**config.mk**
```make
export PLATFORM = sky130hd
export DESIGN_NAME = timer_match_n
export DESIGN_NICKNAME = d
export VERILOG_FILES = /design/src/rtl/timer_match_n.sv
export SDC_FILE = /design/constraint.sdc
export NUM_CORES = 1
export LEC_CHECK = 0
export CAP_MARGIN = 5
export CELL_PAD_IN_SITES_DETAIL_PLACEMENT = 2
export CELL_PAD_IN_SITES_GLOBAL_PLACEMENT = 2
export CORE_MARGIN = 5
export CORE_UTILIZATION = 24
export CTS_CLUSTER_DIAMETER = 50
export DETAILED_ROUTE_END_ITERATION = 7
export GPL_ROUTABILITY_DRIVEN = 0
export PLACE_DENSITY_LB_ADDON = 0.1
export SKIP_CTS_REPAIR_TIMING = 1
export SLEW_MARGIN = 20
export SYNTH_ARGS = -nofsm -noshare
export SYNTH_HDL_FRONTEND = slang
export SYNTH_SLANG_ARGS = --single-unit
```
**constraint.sdc**
```tcl
create_clock -name clk -period 2.6 [get_ports clk]
set_clock_uncertainty 0.15 [all_clocks]
set_input_delay 0.78 -clock clk [delete_from_list [all_inputs] [get_ports clk]]
set_output_delay 0.78 -clock clk [all_outputs]
set_load 0.1 [all_outputs]
```
**src/rtl/timer_match_n.sv**
```systemverilog
// General-purpose timer: prescaler feeding a timer counter with NUM_MATCH compare
// channels, each with sticky interrupt, counter reset/stop and match-pin control.
module timer_match_n #(
    parameter int unsigned WIDTH     = 32,
    parameter int unsigned NUM_MATCH = 4
) (
    input  logic                           clk,
    input  logic                           reset,
    input  logic [1:0]                     tcr,
    input  logic [WIDTH-1:0]               pr,
    input  logic [NUM_MATCH*WIDTH-1:0]     mr,
    input  logic [3*NUM_MATCH-1:0]         mcr,
    input  logic [2*NUM_MATCH-1:0]         emc,
    input  logic [NUM_MATCH-1:0]           int_clr,
    output logic [WIDTH-1:0]               pc,
    output logic [WIDTH-1:0]               tc,
    output logic [NUM_MATCH-1:0]           int_flag,
    output logic                           irq,
    output logic [NUM_MATCH-1:0]           match_out,
    output logic                           stopped
);

    localparam int unsigned CH_W = NUM_MATCH;

    logic [WIDTH-1:0] pc_q, pc_d;
    logic [WIDTH-1:0] tc_q, tc_d;
    logic [CH_W-1:0]  int_flag_q, int_flag_d;
    logic [CH_W-1:0]  match_out_q, match_out_d;
    logic             stopped_q, stopped_d;
    logic             irq_q, irq_d;

    logic             run_c;
    logic             tick_c;
    logic [CH_W-1:0]  match_c;
    logic             rst_hit_c;
    logic             stop_hit_c;

    // Tick generation and per-channel compare against the pre-update counter.
    always_comb begin
        run_c      = tcr[0] & ~tcr[1] & ~stopped_q;
        tick_c     = run_c & (pc_q == pr);
        match_c    = '0;
        rst_hit_c  = 1'b0;
        stop_hit_c = 1'b0;
        for (int unsigned i = 0; i < NUM_MATCH; i++) begin
            match_c[i] = tick_c & (tc_q == mr[i*WIDTH +: WIDTH]);
            rst_hit_c  = rst_hit_c  | (match_c[i] & mcr[3*i+1]);
            stop_hit_c = stop_hit_c | (match_c[i] & mcr[3*i+2]);
        end
    end

    // Next-state for counters, stop latch, flags and match pins.
    always_comb begin
        pc_d        = pc_q;
        tc_d        = tc_q;
        stopped_d   = stopped_q;
        int_flag_d  = int_flag_q;
        match_out_d = match_out_q;

        if (tcr[1]) begin
            pc_d = '0;
        end else if (run_c) begin
            pc_d = tick_c ? '0 : pc_q + WIDTH'(1);
        end

        if (tcr[1]) begin
            tc_d = '0;
        end else if (tick_c && rst_hit_c) begin
            tc_d = '0;
        end else if (tick_c) begin
            tc_d = tc_q + WIDTH'(1);
        end

        // Disabling or resetting the counter releases a stop-on-match halt.
        if (!tcr[0] || tcr[1]) begin
            stopped_d = 1'b0;
        end else if (stop_hit_c) begin
            stopped_d = 1'b1;
        end

        for (int unsigned i = 0; i < NUM_MATCH; i++) begin
            if (match_c[i] && mcr[3*i]) begin
                int_flag_d[i] = 1'b1;
            end else if (int_clr[i]) begin
                int_flag_d[i] = 1'b0;
            end

            if (match_c[i]) begin
                case (emc[2*i +: 2])
                    2'b01:   match_out_d[i] = 1'b0;
                    2'b10:   match_out_d[i] = 1'b1;
                    2'b11:   match_out_d[i] = ~match_out_q[i];
                    default: match_out_d[i] = match_out_q[i];
                endcase
            end
        end

        irq_d = |int_flag_d;
    end

    always_ff @(posedge clk or negedge reset) begin
        if (!reset) begin
            pc_q        <= '0;
            tc_q        <= '0;
            stopped_q   <= 1'b0;
            int_flag_q  <= '0;
            match_out_q <= '0;
            irq_q       <= 1'b0;
        end else begin
            pc_q        <= pc_d;
            tc_q        <= tc_d;
            stopped_q   <= stopped_d;
            int_flag_q  <= int_flag_d;
            match_out_q <= match_out_d;
            irq_q       <= irq_d;
        end
    end

    assign pc        = pc_q;
    assign tc        = tc_q;
    assign int_flag  = int_flag_q;
    assign irq       = irq_q;
    assign match_out = match_out_q;
    assign stopped   = stopped_q;

endmodule

```
==> results of run 1 <==
==> layer usage <==
layer  part of all wire, %  routed length, µm  GRT usage, %  vias up
met5                 0.040                 13             0        -
met2                    52              16600          37.0      191
met4                   1.4                437          4.16        2
li1                      -                  -             -     2851
met1                    43              13900          26.6     3175
met3                   3.8               1210          3.57       29
==> sequential cells by signal, summed over array words and instances, names as in the netlist <==
register   flops
pc            32
tc            32
int_flag       4
match_out      4
irq            1
stopped        1
==> placed cells by master, fill, tap and decap left out, drive strengths merged, types with 6 or more instances in the layout <==
cell type,synthesis,final
xnor2,43,43
a21oi,7,7
o21ai,6,6
buf,45,186
dfrtp,74,74
nand2,29,29
clkbuf,2,18
dlymetal6s2s,0,154
nor3,8,8
nand3,21,21
a22o,6,6
and4,7,7
and3,13,13
nor4,36,36
nand4,44,44
inv,13,14
a21o,6,6
clkdlybuf4s50,0,25
xor2,169,169
nor2,71,71
and2,7,7
==> worst register-to-register path: stages, from the launching register on <==
cell       delay, ps
dfrtp_2          490
xor2_1           210
nor4_2           430
buf_4            180
nand4_1          140
nor2_1           170
a221o_1          190
a221o_2          300
clkbuf_16        230
a21oi_2           40
==> per-stage QoR <==
stage | hold slack (ps) | std cells | TNS, ps
2_1_floorplan | 334 | 644 | -1.60
3_3_place_gp | 319 | 1261 | -46690
3_5_place_dp | 338 | 1261 | -50070
4_1_cts | 282 | 1277 | -22860
5_1_grt | 297 | 1314 | -3610
6_report | 255 | 1314 | -1530
==> kinds of logic after synthesis <==
logic type	count (synthesis)	share of synthesized area, %
AND/OR/NAND/NOR	251	23.7
AO/OA/AOI/OAI	44	5.70
buffers and inverters	60	6.17
flip-flops	74	31.8
XOR/XNOR	212	31.9
multiplexers	1	0.194
adder cells (fa/ha/maj)	2	0.430
==> path summary, 6_finish.rpt <==
check | to | startpoint | depth (start not counted) | slack [ps]
worst max-delay path | tc[20] | mr[67] | 10 | -80
worst min-delay path | tc[21] | reset | 1 | 250
worst max register to register | tc[20] | tc[3] | 9 | -50
worst min register to register | match_out[1] | match_out[1] | 1 | 340
max in group asynchronous | pc[3] | reset | 2 | 1390
min in group clk | match_out[1] | match_out[1] | 1 | 340
==> final cells by class <==
class	instances	area share, %
Timing Repair Buffer	373	36.9
Multi-Input combinational cell	510	39.0
Clock buffer	10	2.14
Antenna cell	4	0.0895
Sequential cell	74	17.3
Inverter	13	0.436
Tap cell	324	3.63
Clock inverter	6	0.582
==> where the power goes <==
| part | internal (W) | total [W] | switching [W] |
|---|---|---|---|
| clock | 0.000773 | 0.00133 | 0.000560 |
| combinational | 0.000356 | 0.000649 | 0.000293 |
| sequential | 0.00115 | 0.00116 | 0.00000871 |
| total | 0.00228 | 0.00314 | 0.000862 |
==> results.md, run 1 <==
* Drt first pass iters at 4
* Worst-Skew Late Latency at about 350 ps
* P&R area growth vs syn at 92.2%
* First-pass GRT wire length at 44300 µm
* Cells along the critical path: dlymetal6s2s_1 > xor2_1 > nor4_2 > buf_4 > nand4_1 > nor2_1 > a221o_1 > a221o_2 > clkbuf_16 > a21oi_2
* Initial antenna violation count at 4
* Worst-path clk slew at around 60 ps
* GR Overflow Total at 0
* Fin nets at around 1.2k
* RSZ-0062 raised after global routing: yes
* Post-layout util at 46.4%
* Core area at between 0.02 and 0.025 mm²
* CTS tree: done
* Min-delay worst type: input port to async pin
* DR WL/cell at ~24 µm
* Total power at ~0.0031 W
* Register area share after synthesis at between 30% and 40%
* Yosys top cell area share at between 30% and 40%
* Largest net degree at the start of global routing at 41
* Final wirelength at approximately 32000 µm
* CTS Buf Count at 9
* Synth top area cells: dfrtp_1 (32%), xor2_1 (25%), xnor2_1 (6.5%), nand4_1 (4.5%), nor2_1 (4.5%)
* Fin worst setup slack at -76.6 ps
* Max frequency at between 300 and 400 MHz
* Initial core utilization at 24.1%
* EDFF count, synth at 0
* CP max-delay cell: nor4_2
* Crit-path max FO at 6
* Layout cells sized above 1 at approximately 41%
* Vias in the first global route at 7082
* Leakage at between 6 and 7 nW
* Die Wd at roughly 170 µm
* Slew margin rel. at between 60% and 70%
* Worst-Margin Slew at 525 ps
* DRC Markers at 0
* Yosys cell types at between 50 and 60
* Vias per cell at between 4 and 5
* CP bufs+invs at 3
* Post-synth top area cell: dfrtp_1
* Failing checks: setup timing
* Mapped Cells at about 640
* Mapped Nets at between 800 and 900
* IO Count at about 260
* WP data arrival at roughly 2800 ps
* Worst setup EP type: flip-flop
* Fillers at about 2.5k
* Cell with the most instances after synthesis: xor2_1
* Maxcap violations at 0
* Dominant synthesized flop cell: dfrtp_1
* Placed Area at roughly 0.0094 mm²
* Detailed Place HPWL at 24500 µm
* Yosys reg bits at 74
* CP max stage delay at roughly 430 ps
* Clock Sinks at between 70 and 80
* Worst vdd ir at approximately 340 µV
* FFs w/ async S/R, synth at 100%
* Pre-CTS setup slack at -881 ps
* Final worst-path cycle share at 103%
* Startpoint types: input port
* WS Path Type: input port to flip-flop
* Sequential Area at ~0.0019 mm²
* Avg Inst Size Synth at approximately 9.0 µm²
* PD cells at approximately 280 mW/mm²
* GRT Total Usage at 20.8%
* # port buffers at around 260
* Synthesized area at between 0.005 and 0.006 mm²
* Syn. warnings at 0
* Footprint of the multi-input gates at roughly 0.0044 mm²
* Maximum clock path buffer count at 2
* Final Hold Viols at 0
* Post-DRT Antenna Nets at 0
* Commonest cells post-synth: xor2_1 (169), dfrtp_1 (74), nor2_1 (70)
* Die area at ~0.027 mm²
* DRT iter0 DRCs at between 200 and 250
* Clk root buf: clkbuf_16
* Crit path max-delay family: simple AND/OR/NAND/NOR gates
* # H-tree levels at 3
* Crit path time final at 2680 ps
* Final setup violation count at 26
* Finished Cell Area at between 0.01 and 0.015 mm²
* Fin. max-slew vios at 0
* Worst endpoint required time at roughly 2700 ps
* Cell Rows at 57
* Die Y-Extent at about 170 µm
* Vias at between 6k and 7k
* Outcome: complete, but fails checks
Power figures use the tool's default switching activity.
==> run 2, diff against run 1 <==
--- a/config.mk
+++ b/config.mk
@@ -5,12 +5,12 @@
 export SDC_FILE = /design/constraint.sdc
 export NUM_CORES = 1
 export LEC_CHECK = 0
+export ABC_CLOCK_PERIOD_IN_PS = 2600
 export CAP_MARGIN = 5
 export CELL_PAD_IN_SITES_DETAIL_PLACEMENT = 2
 export CELL_PAD_IN_SITES_GLOBAL_PLACEMENT = 2
-export CORE_MARGIN = 5
+export CORE_MARGIN = 1.5
 export CORE_UTILIZATION = 24
-export CTS_CLUSTER_DIAMETER = 50
 export DETAILED_ROUTE_END_ITERATION = 7
 export GPL_ROUTABILITY_DRIVEN = 0
 export PLACE_DENSITY_LB_ADDON = 0.1
==> run 2 against run 1 <==
  * Via count rose by 0.64%
  * Combinational power rose by 3.4%
  * Critical endpoint is now tc[30]
  * Die area fell by 8.3%
  * Sequential share of layout area barely moved
  * Clock-buffer cell count rose by 1
  * Largest power group unchanged
  * Sequential cell count did not move
  * The run still ends with setup timing left
  * First-iteration DRC count fell by 15%
==> results.md, run 2 (same netlist as run 1, synthesis figures left out) <==
* Busiest grt layer: met2
* Total power at 0.00307 W (-2.5%)
* Largest net degree at the start of global routing at 44 (+7.3%)
* Maximum clock path buffer count at 2 (unchanged)
* CP bufs+invs at 3 (unchanged)
* Initial antenna violation count at 6 (+2)
* Worst endpoint required time at 2680 ps (about the same)
* Slew margin rel. at 67.2% (+2.2 points)
* Startpoint types: input port
* Cell Rows at 56 (-1.8%)
* Worst r2r src: tc[15]
* Core area at 0.0236 mm² (-2.0%)
* Worst setup endpoint: tc[30]
* R2r endpoint: tc[30]
* Crit path max-delay family: simple AND/OR/NAND/NOR gates
* Fillers at 2436 (-3.0%)
* Clock Sinks at 74 (unchanged)
* Drt first pass iters at 4 (unchanged)
* Reg2Reg Depth at 9 (unchanged)
* CP max stage delay at 340 ps (-90 ps)
* # H-tree levels at 3 (unchanged)
* Clk root buf: clkbuf_16
* Worst-path clk slew at 70 ps (about the same)
* Critical path origin: mr[47]
* Max frequency at 365 MHz (-2.3%)
* Initial core utilization at 24.6% (+0.50 points)
* CP max-delay cell: nor4_2
* Leakage at 6.03 nW (-0.25%)
* Cells along the critical path: dlymetal6s2s_1 > xor2_1 > nor4_2 > buf_4 > nand4_1 > nor3_1 > a221o_1 > a221o_2 > clkbuf_16 > nor2_1
* Detailed Place HPWL at 23400 µm (-4.4%)
* Final Hold Viols at 0 (unchanged)
* Final worst-path cycle share at 105% (+2.4 points)
* Final setup violation count at 25 (-3.8%)
* Worst vdd ir at 309 µV (-8.5%)
* Vias at 6288 (+0.64%)
* Worst-Skew Late Latency at 350 ps (about the same)
* P&R area growth vs syn at 92.7%
* Maxcap violations at 0 (unchanged)
* Worst-Margin Slew at 492 ps (-33.3 ps)
* CTS Buf Count at 9 (unchanged)
* Outcome: complete, but fails checks
* WS Path Type: input port to flip-flop
* RSZ-0062 raised after global routing: yes
* CTS tree: done
* Fin. max-slew vios at 0 (unchanged)
* IO Count at 262 (unchanged)
* WP data arrival at 2820 ps (+70 ps)
* Final wirelength at 32000 µm (-0.49%)
* Most common cell after layout, fill and taps aside: dlymetal6s2s_1
* M3 GR Usage at 3.89% (+0.32 points)
* Failing checks: setup timing
* Fin worst setup slack at -139 ps (-62.3 ps)
* GR Overflow Total at 0 (unchanged)
* Reg2Reg Setup Slack at -130 ps (-80 ps)
* GRT Total Usage at 23.2% (+2.4 points)
* Fin nets at 1165 (-0.51%)
* M1 GR Usage at 29.0% (+2.4 points)
* Sequential Area at 0.00193 mm² (unchanged)
* Number of cells on the critical path at 10 (unchanged)
* Vias per cell at 4.82 (+1.3%)
* Met2 usage at 41.3% (+4.2 points)
* Min-delay worst type: input port to async pin
* Crit-path max FO at 6 (unchanged)
* Layout cells sized above 1 at 41.1% (-0.16 points)
* Die Y-Extent at 159 µm (-4.2%)
* PD cells at 274 mW/mm² (-2.7%)
* Most frequent cells in the layout: dlymetal6s2s_1 (159), xor2_1 (142), buf_4 (138), dfrtp_2 (65), nor2_1 (52)
* Worst setup EP type: flip-flop
* Die area at 0.0252 mm² (-8.3%)
* Die Wd at 159 µm (-4.2%)
* Post-DRT Antenna Nets at 0 (unchanged)
* DRC Markers at 0 (unchanged)
* Crit path time final at 2740 ps (+62.3 ps)
* # port buffers at 261 (unchanged)
* Setup TNS at -3070 ps (-1550 ps)
* DR WL/cell at 24.5 µm (+0.19%)
* DRT iter0 DRCs at 174 (-15%)
* First-pass GRT wire length at 42500 µm (-3.9%)
* Footprint of the multi-input gates at 0.00443 mm² (+1.6%)
* Vias in the first global route at 6851 (-3.3%)
-- run 2: cell count changes in the layout (fill, tap and decap cells not counted), moves of 3 or more --
| cell | previous run | this run |
|---|---|---|
| buf_4 | 142 | 138 |
| clkbuf_2 | 6 | 3 |
| xor2_2 | 21 | 27 |
| a211oi_2 | 0 | 3 |
| nor2_1 | 49 | 52 |
| clkinvlp_4 | 1 | 4 |
| dlymetal6s2s_1 | 154 | 159 |
| nor2_4 | 14 | 9 |
| xor2_1 | 148 | 142 |
| a211oi_1 | 5 | 2 |
-- run 2: worst reg2reg max path, stage by stage, from the launching register on --
cell	delay (ps)
dfrtp_2	500
xor2_1	220
nor4_2	340
buf_4	160
nand4_1	180
nor3_1	250
a221o_1	200
a221o_2	330
clkbuf_16	220
nor2_1	50
-- run 2: layout make-up --
cell class,instances,area share [%]
timing repair buffer,367,36.6
antenna,6,0.134
tap,319,3.56
inverter,13,0.435
clock inverter,5,0.346
multi-input combinational,510,39.5
clock buffer,11,2.17
sequential,74,17.3
-- run 2: worst min path at each step --
stage	endpoint	slack, ps	cells after the start
after floorplan	int_flag[0]	330	0
after global placement	match_out[0]	310	1
after detailed placement	match_out[0]	330	1
after CTS	tc[23]	250	1
after global routing	tc[22]	250	1
final	tc[23]	230	1
-- run 2: metrics by stage --
step | hold slack [ps] | worst slack (ps) | cell area, µm² | utilization (%) | cells
after floorplan | 334 | -1.60 | 5900 | - | 644
after global placement | 311 | -668 | 9410 | 39.9 | 1254
after detailed placement | 334 | -769 | 9410 | 39.9 | 1254
after CTS | 248 | -505 | 9700 | 41.1 | 1270
after global routing | 247 | -229 | 11200 | 47.4 | 1304
final | 225 | -139 | 11200 | 47.5 | 1305
-- run 2: report_power, final --
part	internal (W)	total [W]	leakage, nW	switching (W)
clock	0.000677	0.00123	0.124	0.000556
combinational	0.000364	0.000671	4.99	0.000307
sequential	0.00115	0.00116	0.914	0.00000841
total	0.00220	0.00307	6.03	0.000872
-- run 2: per-layer routing --
metal	vias to the layer above	part of all wire, %
li1	2836	-
met1	3216	42
met2	201	51
met3	35	5.1
met4	0	2.0
met5	-	0
==> run 3, diff against run 2 <==
--- a/config.mk
+++ b/config.mk
@@ -15,6 +15,7 @@
 export GPL_ROUTABILITY_DRIVEN = 0
 export PLACE_DENSITY_LB_ADDON = 0.1
 export SKIP_CTS_REPAIR_TIMING = 1
+export SKIP_LAST_GASP = 1
 export SLEW_MARGIN = 20
 export SYNTH_ARGS = -nofsm -noshare
 export SYNTH_HDL_FRONTEND = slang
==> run 3 against run 2 <==
  * The run still ends with setup timing left
  * Utilization unchanged
  * Wire length about the same
  * First-iteration DRC count decreased by 5.2%
  * Global-route usage unchanged
  * Via count about the same
  * Final cell count unchanged
==> results.md, run 3 (same netlist as run 1, synthesis figures left out) <==
* Outcome: complete, but fails checks
* Failing checks: setup timing
* Initial antenna violation count at 6 (unchanged)
* IO Count at 262 (unchanged)
* Maxcap violations at 0 (unchanged)
* Reg2Reg Depth at 9 (unchanged)
* First-pass GRT wire length at 42500 µm (unchanged)
* Maximum clock path buffer count at 2 (unchanged)
* Post-DRT Antenna Nets at 0 (unchanged)
* Layout cells sized above 1 at 41.1% (unchanged)
* Die area at 0.0252 mm² (unchanged)
* P&R area growth vs syn at 92.7% (unchanged)
* Highest routed layer: met4
* Final wirelength at 32000 µm (about the same)
* Initial core utilization at 24.6% (unchanged)
* CP max stage delay at 340 ps (about the same)
* Cell Rows at 56 (unchanged)
* PD cells at 274 mW/mm² (about the same)
* WP data arrival at 2820 ps (about the same)
* Met2 wire length at 16400 µm (about the same)
* Leakage at 6.03 nW (unchanged)
* Post-layout util at 47.5% (unchanged)
* Most frequent cells in the layout: dlymetal6s2s_1 (159), xor2_1 (142), buf_4 (138), dfrtp_2 (65), nor2_1 (52)
* Fin. max-slew vios at 0 (unchanged)
* Finished Cell Area at 0.0112 mm² (unchanged)
* Min-delay worst type: input port to async pin
* R2r endpoint: tc[30]
* Vias per cell at 4.82 (about the same)
* Reg2Reg Setup Slack at -130 ps (about the same)
* Most common cell after layout, fill and taps aside: dlymetal6s2s_1
* Footprint of the multi-input gates at 0.00443 mm² (unchanged)
* # H-tree levels at 3 (unchanged)
* Detailed Place HPWL at 23400 µm (unchanged)
* Slew margin rel. at 67.2% (unchanged)
* Placed Area at 0.00941 mm² (unchanged)
* Switching Fraction at 28.4% (about the same)
* Routed length on met3 at 1620 µm (unchanged)
* CTS tree: done
* Crit path time final at 2740 ps (-0.0260 ps)
* Final setup violation count at 25 (unchanged)
* DR WL/cell at 24.5 µm (about the same)
* Vias in the first global route at 6851 (unchanged)
* DRT iter0 DRCs at 165 (-5.2%)
* Clock Sinks at 74 (unchanged)
* Fin nets at 1165 (unchanged)
* Final Hold Viols at 0 (unchanged)
* Vias at 6292 (+0.064%)
* Int Power at 0.00220 W (unchanged)
* Worst-Margin Slew at 492 ps (unchanged)
* Worst-path clk slew at 70 ps (about the same)
* Clk pwr share at 40.2% (about the same)
* Final worst-path cycle share at 105% (about the same)
* CP max-delay cell: nor4_2
* GR Overflow Total at 0 (unchanged)
* Worst vdd ir at 309 µV (about the same)
* Crit path max-delay family: simple AND/OR/NAND/NOR gates
* Die Wd at 159 µm (unchanged)
* Sequential Area at 0.00193 mm² (unchanged)
* Clk root buf: clkbuf_16
* Sequential power share at 37.9% (about the same)
* Worst setup EP type: flip-flop
* Crit-path max FO at 6 (unchanged)
* Max frequency at 365 MHz (about the same)
* Drt first pass iters at 4 (unchanged)
* Combinational share of power at 21.9% (about the same)
* Core area at 0.0236 mm² (unchanged)
* Startpoint types: input port
* M1 WL at 13400 µm (about the same)
* Worst r2r src: tc[15]
* # port buffers at 261 (unchanged)
* WS Path Type: input port to flip-flop
* Setup TNS at -3070 ps (+0.700 ps)
* DRC Markers at 0 (unchanged)
* RSZ-0062 raised after global routing: yes
* GRT Total Usage at 23.2% (unchanged)
* CTS Buf Count at 9 (unchanged)
* Fillers at 2436 (unchanged)
* Switching Power at 0.000872 W (about the same)
* Worst endpoint required time at 2680 ps (about the same)
* Die Y-Extent at 159 µm (unchanged)
* Fin worst setup slack at -139 ps (+0.0260 ps)
* Cells along the critical path: dlymetal6s2s_1 > xor2_1 > nor4_2 > buf_4 > nand4_1 > nor3_1 > a221o_1 > a221o_2 > clkbuf_16 > nor2_1
* Largest net degree at the start of global routing at 44 (unchanged)
* Worst-Skew Late Latency at 350 ps (about the same)
* CP bufs+invs at 3 (unchanged)
run 3: layer usage:
layer | vias to the layer above | track usage, %
li1 | 2836 | -
met1 | 3220 | 29.0
met2 | 201 | 41.3
met3 | 35 | 3.89
met4 | 0 | 5.65
met5 | - | 0
run 3: cell type report:
class	instances	area share (%)
diodes	6	0.134
clock buffers	11	2.17
clock inverters	5	0.346
inverters	13	0.435
multi-input cells	510	39.5
flip-flops and latches	74	17.3
well taps	319	3.56
repair buffers	367	36.6
run 3: worst max path at each step:
stage	slack (ps)	cells after the start	end	from
after CTS	-510	10	tc[20]	pr[1]
after floorplan	-2	10	tc[26]	tcr[1]
after detailed placement	-770	10	tc[20]	pr[1]
after global placement	-670	9	tc[22]	mr[27]
final	-140	10	tc[30]	mr[47]
after global routing	-230	8	tc[16]	tc[6]
run 3: metrics by stage:
| stage | std cells | hold slack (ps) | power (W) | worst slack [ps] |
|---|---|---|---|---|
| floorplan | 644 | 334 | 0.00135 | -1.60 |
| global placement | 1254 | 311 | 0.00176 | -668 |
| detailed placement | 1254 | 334 | 0.00178 | -769 |
| CTS | 1270 | 248 | 0.00302 | -505 |
| global route | 1304 | 247 | 0.00317 | -229 |
| finish | 1305 | 225 | 0.00307 | -139 |
run 3: worst reg2reg max path, delay by kind of cell (launching register included):
| family | cells | cell delay [ps] |
|---|---|---|
| and+or+nand+nor | 4 | 820 |
| DFF | 1 | 500 |
| xor gates and xnor gates | 1 | 220 |
| buffers and inverters | 2 | 380 |
| AOI/OAI and AO/OA | 2 | 530 |
run 3: power groups by stage:
stage                     Combinational [W]  Sequential [W]  Clock, W
after floorplan                    0.000145         0.00121         0
after global placement             0.000579         0.00118         0
after detailed placement           0.000594         0.00118         0
after CTS                          0.000601         0.00116   0.00126
after global routing               0.000709         0.00116   0.00130
final                              0.000671         0.00116   0.00123
